--- config.mk ---
export PLATFORM = sky130hd
export DESIGN_NAME = axi_riscv_resv_table
export DESIGN_NICKNAME = d
export VERILOG_FILES = /design/src/rtl/axi_riscv_resv_table.sv
export SDC_FILE = /design/constraint.sdc
export NUM_CORES = 1
export LEC_CHECK = 0
export CORE_MARGIN = 5
export CORE_UTILIZATION = 60
export CTS_CLUSTER_DIAMETER = 50
export CTS_CLUSTER_SIZE = 10
export DETAILED_ROUTE_END_ITERATION = 6
export GPL_TIMING_DRIVEN = 0
export PLACE_DENSITY = 0.87
export SLEW_MARGIN = 25
export SYNTH_ARGS = -nofsm -noshare
export SYNTH_HDL_FRONTEND = slang
export SYNTH_SLANG_ARGS = --single-unit
--- constraint.sdc ---
create_clock -name clk_i -period 5.42 [get_ports clk_i]
set_input_delay 1.084 -clock clk_i [delete_from_list [all_inputs] [get_ports clk_i]]
set_output_delay 1.084 -clock clk_i [all_outputs]
set_load 0.005 [all_outputs]
--- src/rtl/axi_riscv_resv_table.sv ---
// Reservation table for RISC-V LR/SC over AXI.
// Tracks up to NUM_SLOTS reservations, each owned by one ID and covering one
// address granule. Snooped plain writes break matching reservations. An SC
// result comes back one cycle after the SC is accepted.
module axi_riscv_resv_table #(
    parameter int unsigned ADDR_WIDTH  = 64,
    parameter int unsigned ID_WIDTH    = 8,
    parameter int unsigned NUM_SLOTS   = 4,
    parameter int unsigned GRANULE_LSB = 3,
    parameter logic [ADDR_WIDTH-1:0] ADDR_BEGIN = '0,
    parameter logic [ADDR_WIDTH-1:0] ADDR_END   = '0
) (
    input  logic                                 clk_i,
    input  logic                                 rst_i,
    input  logic                                 lr_valid_i,
    output logic                                 lr_ready_o,
    input  logic [ADDR_WIDTH-1:0]                lr_addr_i,
    input  logic [ID_WIDTH-1:0]                  lr_id_i,
    input  logic                                 sc_valid_i,
    output logic                                 sc_ready_o,
    input  logic [ADDR_WIDTH-1:0]                sc_addr_i,
    input  logic [ID_WIDTH-1:0]                  sc_id_i,
    output logic                                 sc_resp_valid_o,
    input  logic                                 sc_resp_ready_i,
    output logic                                 sc_resp_ok_o,
    input  logic                                 wr_valid_i,
    input  logic [ADDR_WIDTH-1:0]                wr_addr_i,
    output logic [$clog2(NUM_SLOTS+1)-1:0]       resv_count_o
);

    localparam int unsigned TW = ADDR_WIDTH - GRANULE_LSB;
    localparam int unsigned PW = (NUM_SLOTS > 1) ? $clog2(NUM_SLOTS) : 1;
    localparam int unsigned CW = $clog2(NUM_SLOTS+1);

    logic [NUM_SLOTS-1:0] valid_q, valid_d;
    logic [ID_WIDTH-1:0]  id_q  [NUM_SLOTS];
    logic [ID_WIDTH-1:0]  id_d  [NUM_SLOTS];
    logic [TW-1:0]        tag_q [NUM_SLOTS];
    logic [TW-1:0]        tag_d [NUM_SLOTS];
    logic [PW-1:0]        rr_q, rr_d;
    logic                 respValid_q, respValid_d;
    logic                 respOk_q, respOk_d;

    logic          scAccept;
    logic          lrAccept;
    logic [TW-1:0] lrTag, scTag, wrTag;
    logic          lrInRange, scInRange;
    logic          scOk;
    logic          lrHit, freeFound;
    logic [PW-1:0] lrHitIdx, freeIdx, target;

    // Range check via borrow bits, so a zero lower bound does not turn into a
    // constant comparison.
    function automatic logic inRange(input logic [ADDR_WIDTH-1:0] addr);
        logic [ADDR_WIDTH:0] lo;
        logic [ADDR_WIDTH:0] hi;
        lo = {1'b0, addr} - {1'b0, ADDR_BEGIN};
        hi = {1'b0, ADDR_END} - {1'b0, addr};
        return !lo[ADDR_WIDTH] && !hi[ADDR_WIDTH];
    endfunction

    assign lrTag     = lr_addr_i[ADDR_WIDTH-1:GRANULE_LSB];
    assign scTag     = sc_addr_i[ADDR_WIDTH-1:GRANULE_LSB];
    assign wrTag     = wr_addr_i[ADDR_WIDTH-1:GRANULE_LSB];
    assign lrInRange = inRange(lr_addr_i);
    assign scInRange = inRange(sc_addr_i);

    // SC wins arbitration; a new SC is taken only when the result register is
    // free or being drained this cycle.
    assign sc_ready_o      = !respValid_q || sc_resp_ready_i;
    assign lr_ready_o      = !(sc_valid_i && sc_ready_o);
    assign scAccept        = sc_valid_i && sc_ready_o;
    assign lrAccept        = lr_valid_i && lr_ready_o;
    assign sc_resp_valid_o = respValid_q;
    assign sc_resp_ok_o    = respOk_q;

    // Next-state: snoop first, then the accepted LR or SC acts on the
    // post-snoop table, then the result register.
    always_comb begin
        valid_d     = valid_q;
        id_d        = id_q;
        tag_d       = tag_q;
        rr_d        = rr_q;
        respValid_d = respValid_q;
        respOk_d    = respOk_q;
        scOk        = 1'b0;
        lrHit       = 1'b0;
        lrHitIdx    = '0;
        freeFound   = 1'b0;
        freeIdx     = '0;
        target      = '0;

        if (wr_valid_i) begin
            for (int i = 0; i < NUM_SLOTS; i++) begin
                if (valid_d[i] && tag_q[i] == wrTag) begin
                    valid_d[i] = 1'b0;
                end
            end
        end

        if (scAccept) begin
            for (int i = 0; i < NUM_SLOTS; i++) begin
                if (valid_d[i] && id_q[i] == sc_id_i && tag_q[i] == scTag && scInRange) begin
                    scOk = 1'b1;
                end
            end
            for (int i = 0; i < NUM_SLOTS; i++) begin
                if (valid_d[i] && id_q[i] == sc_id_i) begin
                    valid_d[i] = 1'b0;
                end
                if (scOk && valid_d[i] && tag_q[i] == scTag) begin
                    valid_d[i] = 1'b0;
                end
            end
        end else if (lrAccept) begin
            if (lrInRange) begin
                for (int i = NUM_SLOTS-1; i >= 0; i--) begin
                    if (valid_d[i] && id_q[i] == lr_id_i) begin
                        lrHit    = 1'b1;
                        lrHitIdx = PW'(i);
                    end
                    if (!valid_d[i]) begin
                        freeFound = 1'b1;
                        freeIdx   = PW'(i);
                    end
                end
                if (lrHit) begin
                    target = lrHitIdx;
                end else if (freeFound) begin
                    target = freeIdx;
                end else begin
                    target = rr_q;
                    if (rr_q == PW'(NUM_SLOTS-1)) begin
                        rr_d = '0;
                    end else begin
                        rr_d = rr_q + PW'(1);
                    end
                end
                valid_d[target] = 1'b1;
                id_d[target]    = lr_id_i;
                tag_d[target]   = lrTag;
            end else begin
                for (int i = 0; i < NUM_SLOTS; i++) begin
                    if (valid_d[i] && id_q[i] == lr_id_i) begin
                        valid_d[i] = 1'b0;
                    end
                end
            end
        end

        if (scAccept) begin
            respValid_d = 1'b1;
            respOk_d    = scOk;
        end else if (sc_resp_ready_i) begin
            respValid_d = 1'b0;
        end
    end

    // State registers with synchronous reset; reset also drops a pending result.
    always_ff @(posedge clk_i) begin
        if (rst_i) begin
            valid_q     <= '0;
            id_q        <= '{default: '0};
            tag_q       <= '{default: '0};
            rr_q        <= '0;
            respValid_q <= 1'b0;
            respOk_q    <= 1'b0;
        end else begin
            valid_q     <= valid_d;
            id_q        <= id_d;
            tag_q       <= tag_d;
            rr_q        <= rr_d;
            respValid_q <= respValid_d;
            respOk_q    <= respOk_d;
        end
    end

    // Population count of the registered valid bits.
    always_comb begin
        resv_count_o = '0;
        for (int i = 0; i < NUM_SLOTS; i++) begin
            resv_count_o = resv_count_o + CW'(valid_q[i]);
        end
    end

endmodule

# After elaboration in Yosys (flattened, before gate mapping)
# Index checks and enable logic that the tools add are counted.
[word_totals]
reg_bits = 284
latchBits = 0
ram_bits = 0
mem_bits_ro = 0
inputBits = 214
output_inout_bits = 7
mem_count = 0
[op_classes]
n_addsub = 6
multipliers = 0
div_mod_pow = 0
n_lt_le_gt_ge = 4
eq_ne = 17
shift = 0
muxes = 67
bitwise_logic = 6
n_reduce_logical = 39
[ops]
columns = ["cell", "n"]
rows = [
  ["61-bit equality test", 8],
  ["244-bit bitwise mux", 1],
  ["1-bit by 64-bit subtractor with 65-bit output, first input constant", 2],
  ["61-bit demux with 2-bit select", 1],
  ["8-bit equality test", 8],
  ["61-bit 2-to-1 mux", 1],
  ["1-bit 2-to-1 mux", 42],
  ["32-bit bitwise mux", 1],
  ["1-bit logical AND", 32],
  ["2-bit 2-to-1 mux", 14],
  ["8-bit demux with 2-bit select", 1],
  ["4-bit 2-to-1 mux", 4],
  ["8-bit 2-to-1 mux", 1],
  ["5-bit AND reduction", 1],
  ["1-bit inverter", 4],
  ["4-bit bitwise OR", 1],
  ["2-bit by 1-bit adder with 3-bit output", 1],
  ["3-bit by 1-bit adder with 3-bit output", 1],
  ["3-bit greater-or-equal comparator, second input constant", 1],
  ["1-bit zero test", 3],
  ["2-bit by 3-bit < comparator with 1-bit output, second input constant", 1],
  ["3-bit by 1-bit < comparator with 1-bit output, second input constant", 1],
  ["2-bit inverter with 3-bit output", 1],
  ["3-bit AND reduction", 1],
  ["7 further kinds", 7],
]

# Depth between registers and ports, before layout
[logic_depth]
word_depth = 24
depth_mapped = 12
ltp_nobuf = 10

# Worst setup path after synthesis
# No wires, ideal clock.
[synth_path]
kind = "input port to flip-flop"
from = "input wr_addr_i[50]"
to = "register tag_q[58] (netlist bit)"
setup_time_ns = 0.116
arrival_time_ns = 3.633
t_required_ns = 5.304
setup_slack_ns = 1.672
cell_stages = 12
n_path_buf = 3
path_cell_list = "clkbuf_1 xor2_1 nor4_1 nand4_1 or4_1 o21ai_4 o311ai_2 a2111oi_4 o21ai_2 buf_6 buf_6 and3_1"
[synth_via]
elab_chain_cells = 22
word_cells_on_any_way = 51
cone_classes = "order compare (2); eq/ne (4); mux (35); bitwise (1); reduce/logical (9)"
[synth_rtl]
columns = ["element", "line_no", "source"]
rows = [
  ["start, declared", "27", "input logic [ADDR_WIDTH-1:0] wr_addr_i,"],
  ["61-bit equality test", "95", "if (valid_d[i] && tag_q[i] == wrTag) begin"],
  ["1-bit logical AND", "95", ""],
  ["1-bit 2-to-1 mux", "95", ""],
  ["4-bit 2-to-1 mux (*)", "93", "if (wr_valid_i) begin"],
  ["1-bit 2-to-1 mux or 1-bit logical AND (tied branches)", "122, 118", ""],
  ["1-bit 2-to-1 mux, on equally long branches (3 in a row)", "122, 118", ""],
  ["1-bit 2-to-1 mux, on equally long branches", "116, 118", ""],
  ["1-bit 2-to-1 mux, on equally long branches", "115, 116", ""],
  ["[... 4 more ...]", "n/a", ""],
  ["2-bit 2-to-1 mux (*)", "115", "end else if (lrAccept) begin"],
  ["2-bit 2-to-1 mux (*)", "101", "if (scAccept) begin"],
  ["2-bit inverter with 3-bit output (implied by the code) (*)", "141", "tag_d[target] = lrTag;"],
  ["3-bit greater-or-equal comparator (implied by the code) or 3-bit by 1-bit < comparator with 1-bit output (tied branches)", "141", ""],
  ["1-bit logical AND (implied by the code)", "141", ""],
  ["61-bit 2-to-1 mux (implied by the code)", "141", ""],
  ["61-bit demux with 2-bit select (*)", "141", ""],
  ["244-bit bitwise mux (*)", "141", ""],
  ["end signal, assigned", "171", "tag_q <= tag_d;"],
  ["end, declared", "38", "logic [TW-1:0] tag_q [NUM_SLOTS];"],
]
# Every way passes the cells marked *; elsewhere a longest branch is shown, timed or not. The select of a mux whose other input is x is not followed.
# A chain may end at the register's enable or synchronous reset.

# Worst setup path after layout
[layout_path]
from = "input wr_addr_i[12]"
to = "register tag_q[64] (netlist bit)"
# Same word-level chain as after synthesis.

==> qor.json <==
{
  "chipHeight": {"value": 171, "unit": "microns"},
  "synthesis.instances": {"value": 1690},
  "hold_path_end": {"value": "sc_resp_ok_o"},
  "worst-endpoint-required": {"value": 5.91, "unit": "ns"},
  "startpoint_class_of_the_critical_path": {"value": "input port"},
  "start_util": {"value": 0.611},
  "cts.reportedPaths.clkPinSlew": {"value": 0.05, "unit": "ns"},
  "hold_buffers": {"value": 0},
  "cts_post_setup_buffers_inserted": {"value": 0},
  "maxCapViolCount": {"value": 0},
  "period_minus_slack": {"value": 5.38, "unit": "ns"},
  "cp_cell_sequence": {"value": "clkdlybuf4s50_1 > inv_1 > a2111oi_0 > nand4_1 > or4_4 > o211ai_1 > o21a_1 > a2111oi_4 > a31oi_2 > clkbuf_1 > and2_1"},
  "maxSlewViolCount": {"value": 0},
  "seqCellArea": {"value": 5690, "unit": "sq um"},
  "rsz0062_at_grt": {"value": "no"},
  "gr-usage-all-layers": {"value": 0.476},
  "via_count_of_the_first_global_routing_pass": {"value": 14500},
  "synthesis.area": {"value": 15500, "unit": "sq um"},
  "path_max_fanout": {"value": 10},
  "stdcell_count": {"value": 2202},
  "crit-reg2reg-capture": {"value": "tag_q[64]"},
  "seq_area_frac_synth": {"value": 0.367},
  "io-pin-count": {"value": 221},
  "drive_gt1_frac": {"value": 0.0364},
  "postSynth.asyncResetShare": {"value": 0},
  "p_leak": {"value": 7.81, "unit": "nW"},
  "finalWirelength": {"value": 71700, "unit": "microns"},
  "dp_cells": {"value": 2150},
  "syn_area_per_cell": {"value": 9.16, "unit": "sq um"},
  "placeableCoreArea": {"value": 25300, "unit": "sq um"},
  "flow.area_growth_from_synthesis": {"value": 17.9, "unit": "%"},
  "pin_count_of_the_biggest_net_entering_global_routing": {"value": 11},
  "critPathLaunch": {"value": "wr_addr_i[12]"},
  "power.total": {"value": 4.99, "unit": "mW"},
  "setup.worst_path.end_class": {"value": "register"},
  "wl_per_instance": {"value": 32.6, "unit": "microns"},
  "floorplan.die_area": {"value": 29100, "unit": "sq um"},
  "first_pass_iters": {"value": 7},
  "cts-root-to-sink-buffers": {"value": 3},
  "grt_first_pass_wirelength": {"value": 99600, "unit": "microns"},
  "clock_skew": {"value": 0.0328, "unit": "ns"},
  "grt_antenna_before_repair": {"value": 3},
  "worstMarginPinSlew": {"value": 1.22, "unit": "ns"},
  "period_share": {"value": 0.992},
  "ff2ff_setup_slack": {"value": 1.39, "unit": "ns"},
  "die_width": {"value": 171, "unit": "microns"},
  "quantity_of_i_o_buffers_inserted_on_ports": {"value": 130},
  "timing.hold.worst.class": {"value": "reg2reg"},
  "routed-via-count": {"value": 15000},
  "root_buffer": {"value": "sky130_fd_sc_hd__clkbuf_16"},
  "ys_ff_latch": {"value": 284},
  "hold_slack": {"value": 0.467, "unit": "ns"},
  "cp_max_stage_cell": {"value": "sky130_fd_sc_hd__clkdlybuf4s50_1"},
  "cts_tree": {"value": "yes"},
  "final_design_area_no_fill": {"value": 18200, "unit": "sq um"},
  "clock_sink_count": {"value": 284},
  "yosys_warnings": {"value": 0},
  "criticalPathCategory": {"value": "in2reg"},
  "fill_cells": {"value": 1929},
  "post_synth_num_cell_types": {"value": 63},
  "cellPowerDensity": {"value": 273, "unit": "nW/um^2"},
  "fmax": {"value": 186, "unit": "MHz"},
  "syn_nets": {"value": 1908},
  "nets": {"value": 2076},
  "clock_latency": {"value": 0.55, "unit": "ns"},
  "timing.hold.worst_path_depth": {"value": 2},
  "detailedPlacementHpwl": {"value": 52500, "unit": "microns"},
  "longest_individual_stage_delay_on_the_worst_path": {"value": 0.87, "unit": "ns"},
  "viasPerCell": {"value": 6.82},
  "worst-r2r-cell-count": {"value": 10},
  "cts_inserted_buffers": {"value": 36},
  "routabilityCongestion": {"value": 1.15},
  "antenna_left": {"value": 0},
  "final_hold_viol_count": {"value": 0},
  "synth-edff-count": {"value": 0},
  "hold_start": {"value": "sc_resp_ok_o"},
  "critPathArrivalTime": {"value": 5.86, "unit": "ns"},
  "detail_route.drc_violations": {"value": 0},
  "run_status": {"value": "finished, final reports clean"},
  "placed_area": {"value": 17200, "unit": "sq um"},
  "rr_startpoint": {"value": "tag_q[57]"},
  "core.rowCount": {"value": 58},
  "timing.final.setup_violations": {"value": 0},
  "cts.repair.resized": {"value": 0},
  "multi_input_area": {"value": 9090, "unit": "sq um"},
  "htreeDepth": {"value": 2},
  "max_slew_margin": {"value": 0.179},
  "primary_ff_master_synth": {"value": "sky130_fd_sc_hd__dfxtp_1"},
  "worst_ir_drop_vdd": {"value": 0.290, "unit": "mV"},
  "initialDrtViolationCount": {"value": 2414},
  "grt_remaining_overflow": {"value": 0}
}
==> layout make-up <==
cell class | instances | area share
tap | 330 | 0.0226
clock inverter | 5 | 0.00350
timing repair buffer | 130 | 0.0713
multi-input combinational | 1224 | 0.498
sequential | 284 | 0.312
clock buffer | 45 | 0.0540
inverter | 49 | 0.0101
buffer | 133 | 0.0285
antenna | 2 | 0.000274
==> flip-flops by register name (all words and copies together) (netlist names) <==
register         flops
rr_q                 2
sc_resp_valid_o      1
sc_resp_ok_o         1
valid_q              4
id_q                32
tag_q              244
==> kinds of logic after synthesis <==
| family | after synthesis | share of synthesized area |
|---|---|---|
| AND/OR/NAND/NOR | 601 | 0.230 |
| XOR/XNOR | 481 | 0.272 |
| flip-flops | 284 | 0.367 |
| buffers and inverters | 182 | 0.0455 |
| AO/OA/AOI/OAI | 105 | 0.0598 |
| multiplexers | 33 | 0.0213 |
| adder cells (fa/ha/maj) | 4 | 0.00372 |
==> where the power goes <==
| group | internal, mW | total [mW] | switching, mW |
|---|---|---|---|
| clock | 1.32 | 2.25 | 0.931 |
| sequential | 2.09 | 2.09 | 0.000639 |
| combinational | 0.215 | 0.650 | 0.436 |
| total | 3.62 | 4.99 | 1.37 |
==> placed cells by master, fill, tap and decap left out, drive strengths merged, types with 3 or more instances in the layout <==
master	netlist	layout
a2111o	3	3
a2111oi	11	11
a211oi	3	3
a21o	3	3
a21oi	9	9
a221oi	3	3
a222oi	3	3
a22o	4	4
and2	121	121
and3	119	119
buf	8	8
clkbuf	125	170
clkdlybuf4s50	0	130
dfxtp	284	284
ha	3	3
inv	49	51
mux2i	33	33
nand2	56	56
nand2b	33	33
nand3	7	7
nand4	78	78
nor2	19	19
nor2b	29	29
nor3	14	14
nor4	121	121
o2111a	8	8
o2111ai	9	9
o21a	4	4
o21ai	9	9
o221ai	5	5
o22ai	8	8
o2bb2ai	4	4
xnor2	180	180
xor2	301	301
==> cells in the mapped netlist, types with 4 or more instances <==
cell / count / share of area
sky130_fd_sc_hd__nor3_1: 14 / 0.0045
sky130_fd_sc_hd__nand2_1: 56 / 0.014
sky130_fd_sc_hd__dfxtp_1: 284 / 0.37
sky130_fd_sc_hd__nand4_1: 78 / 0.032
sky130_fd_sc_hd__o21ai_0: 6 / 0.0019
sky130_fd_sc_hd__and2_1: 121 / 0.049
sky130_fd_sc_hd__o2111a_1: 8 / 0.0058
sky130_fd_sc_hd__nor2b_1: 29 / 0.012
sky130_fd_sc_hd__a2111oi_0: 9 / 0.0051
sky130_fd_sc_hd__o22ai_1: 8 / 0.0032
sky130_fd_sc_hd__o21a_1: 4 / 0.0019
sky130_fd_sc_hd__xor2_1: 301 / 0.17
sky130_fd_sc_hd__clkbuf_1: 123 / 0.030
sky130_fd_sc_hd__a22o_1: 4 / 0.0023
sky130_fd_sc_hd__mux2i_1: 33 / 0.021
sky130_fd_sc_hd__and3_1: 119 / 0.048
sky130_fd_sc_hd__xnor2_1: 180 / 0.10
sky130_fd_sc_hd__inv_1: 48 / 0.012
sky130_fd_sc_hd__nand2b_1: 33 / 0.013
sky130_fd_sc_hd__nand3_1: 6 / 0.0019
sky130_fd_sc_hd__nor4_1: 121 / 0.049
sky130_fd_sc_hd__a21oi_1: 9 / 0.0029
sky130_fd_sc_hd__o2111ai_1: 9 / 0.0051
sky130_fd_sc_hd__nor2_1: 19 / 0.0046
sky130_fd_sc_hd__o2bb2ai_1: 4 / 0.0023
sky130_fd_sc_hd__o221ai_1: 5 / 0.0028
==> metal layers <==
metal  share of wire  track usage  vias up
met5          0.0019       0.0301        -
met4            0.10        0.361        6
met3            0.17        0.240      460
met2            0.39        0.664     1438
met1            0.34        0.551     7017
li1                -            -     6106
==> stage by stage <==
| stage | setup WS (ns) | utilization | setup TNS [ns] |
|---|---|---|---|
| after floorplan | 1.67 | - | 0 |
| after global placement | -0.114 | 0.679 | -4.03 |
| after detailed placement | -0.159 | 0.679 | -6.24 |
| after CTS | 0.370 | 0.720 | 0 |
| after global routing | 0.102 | 0.720 | 0 |
| final | 0.0433 | 0.720 | 0 |
==> how the worst max path moves through the flow <==
stage / endpoint / cells after the start / slack [ns]
2_1_floorplan: tag_q[58] / 12 / 1.67
3_3_place_gp: tag_q[103] / 11 / -0.11
3_5_place_dp: tag_q[109] / 11 / -0.16
4_1_cts: tag_q[109] / 11 / 0.37
5_1_grt: tag_q[101] / 11 / 0.10
6_report: tag_q[64] / 11 / 0.04
==> critical path: cells and delay by family <==
family	cells	cell delay [ns]
compound gates	5	1.94
simple gates	3	0.99
buf+inv	3	1.81
Power figures use the tool's default switching activity.
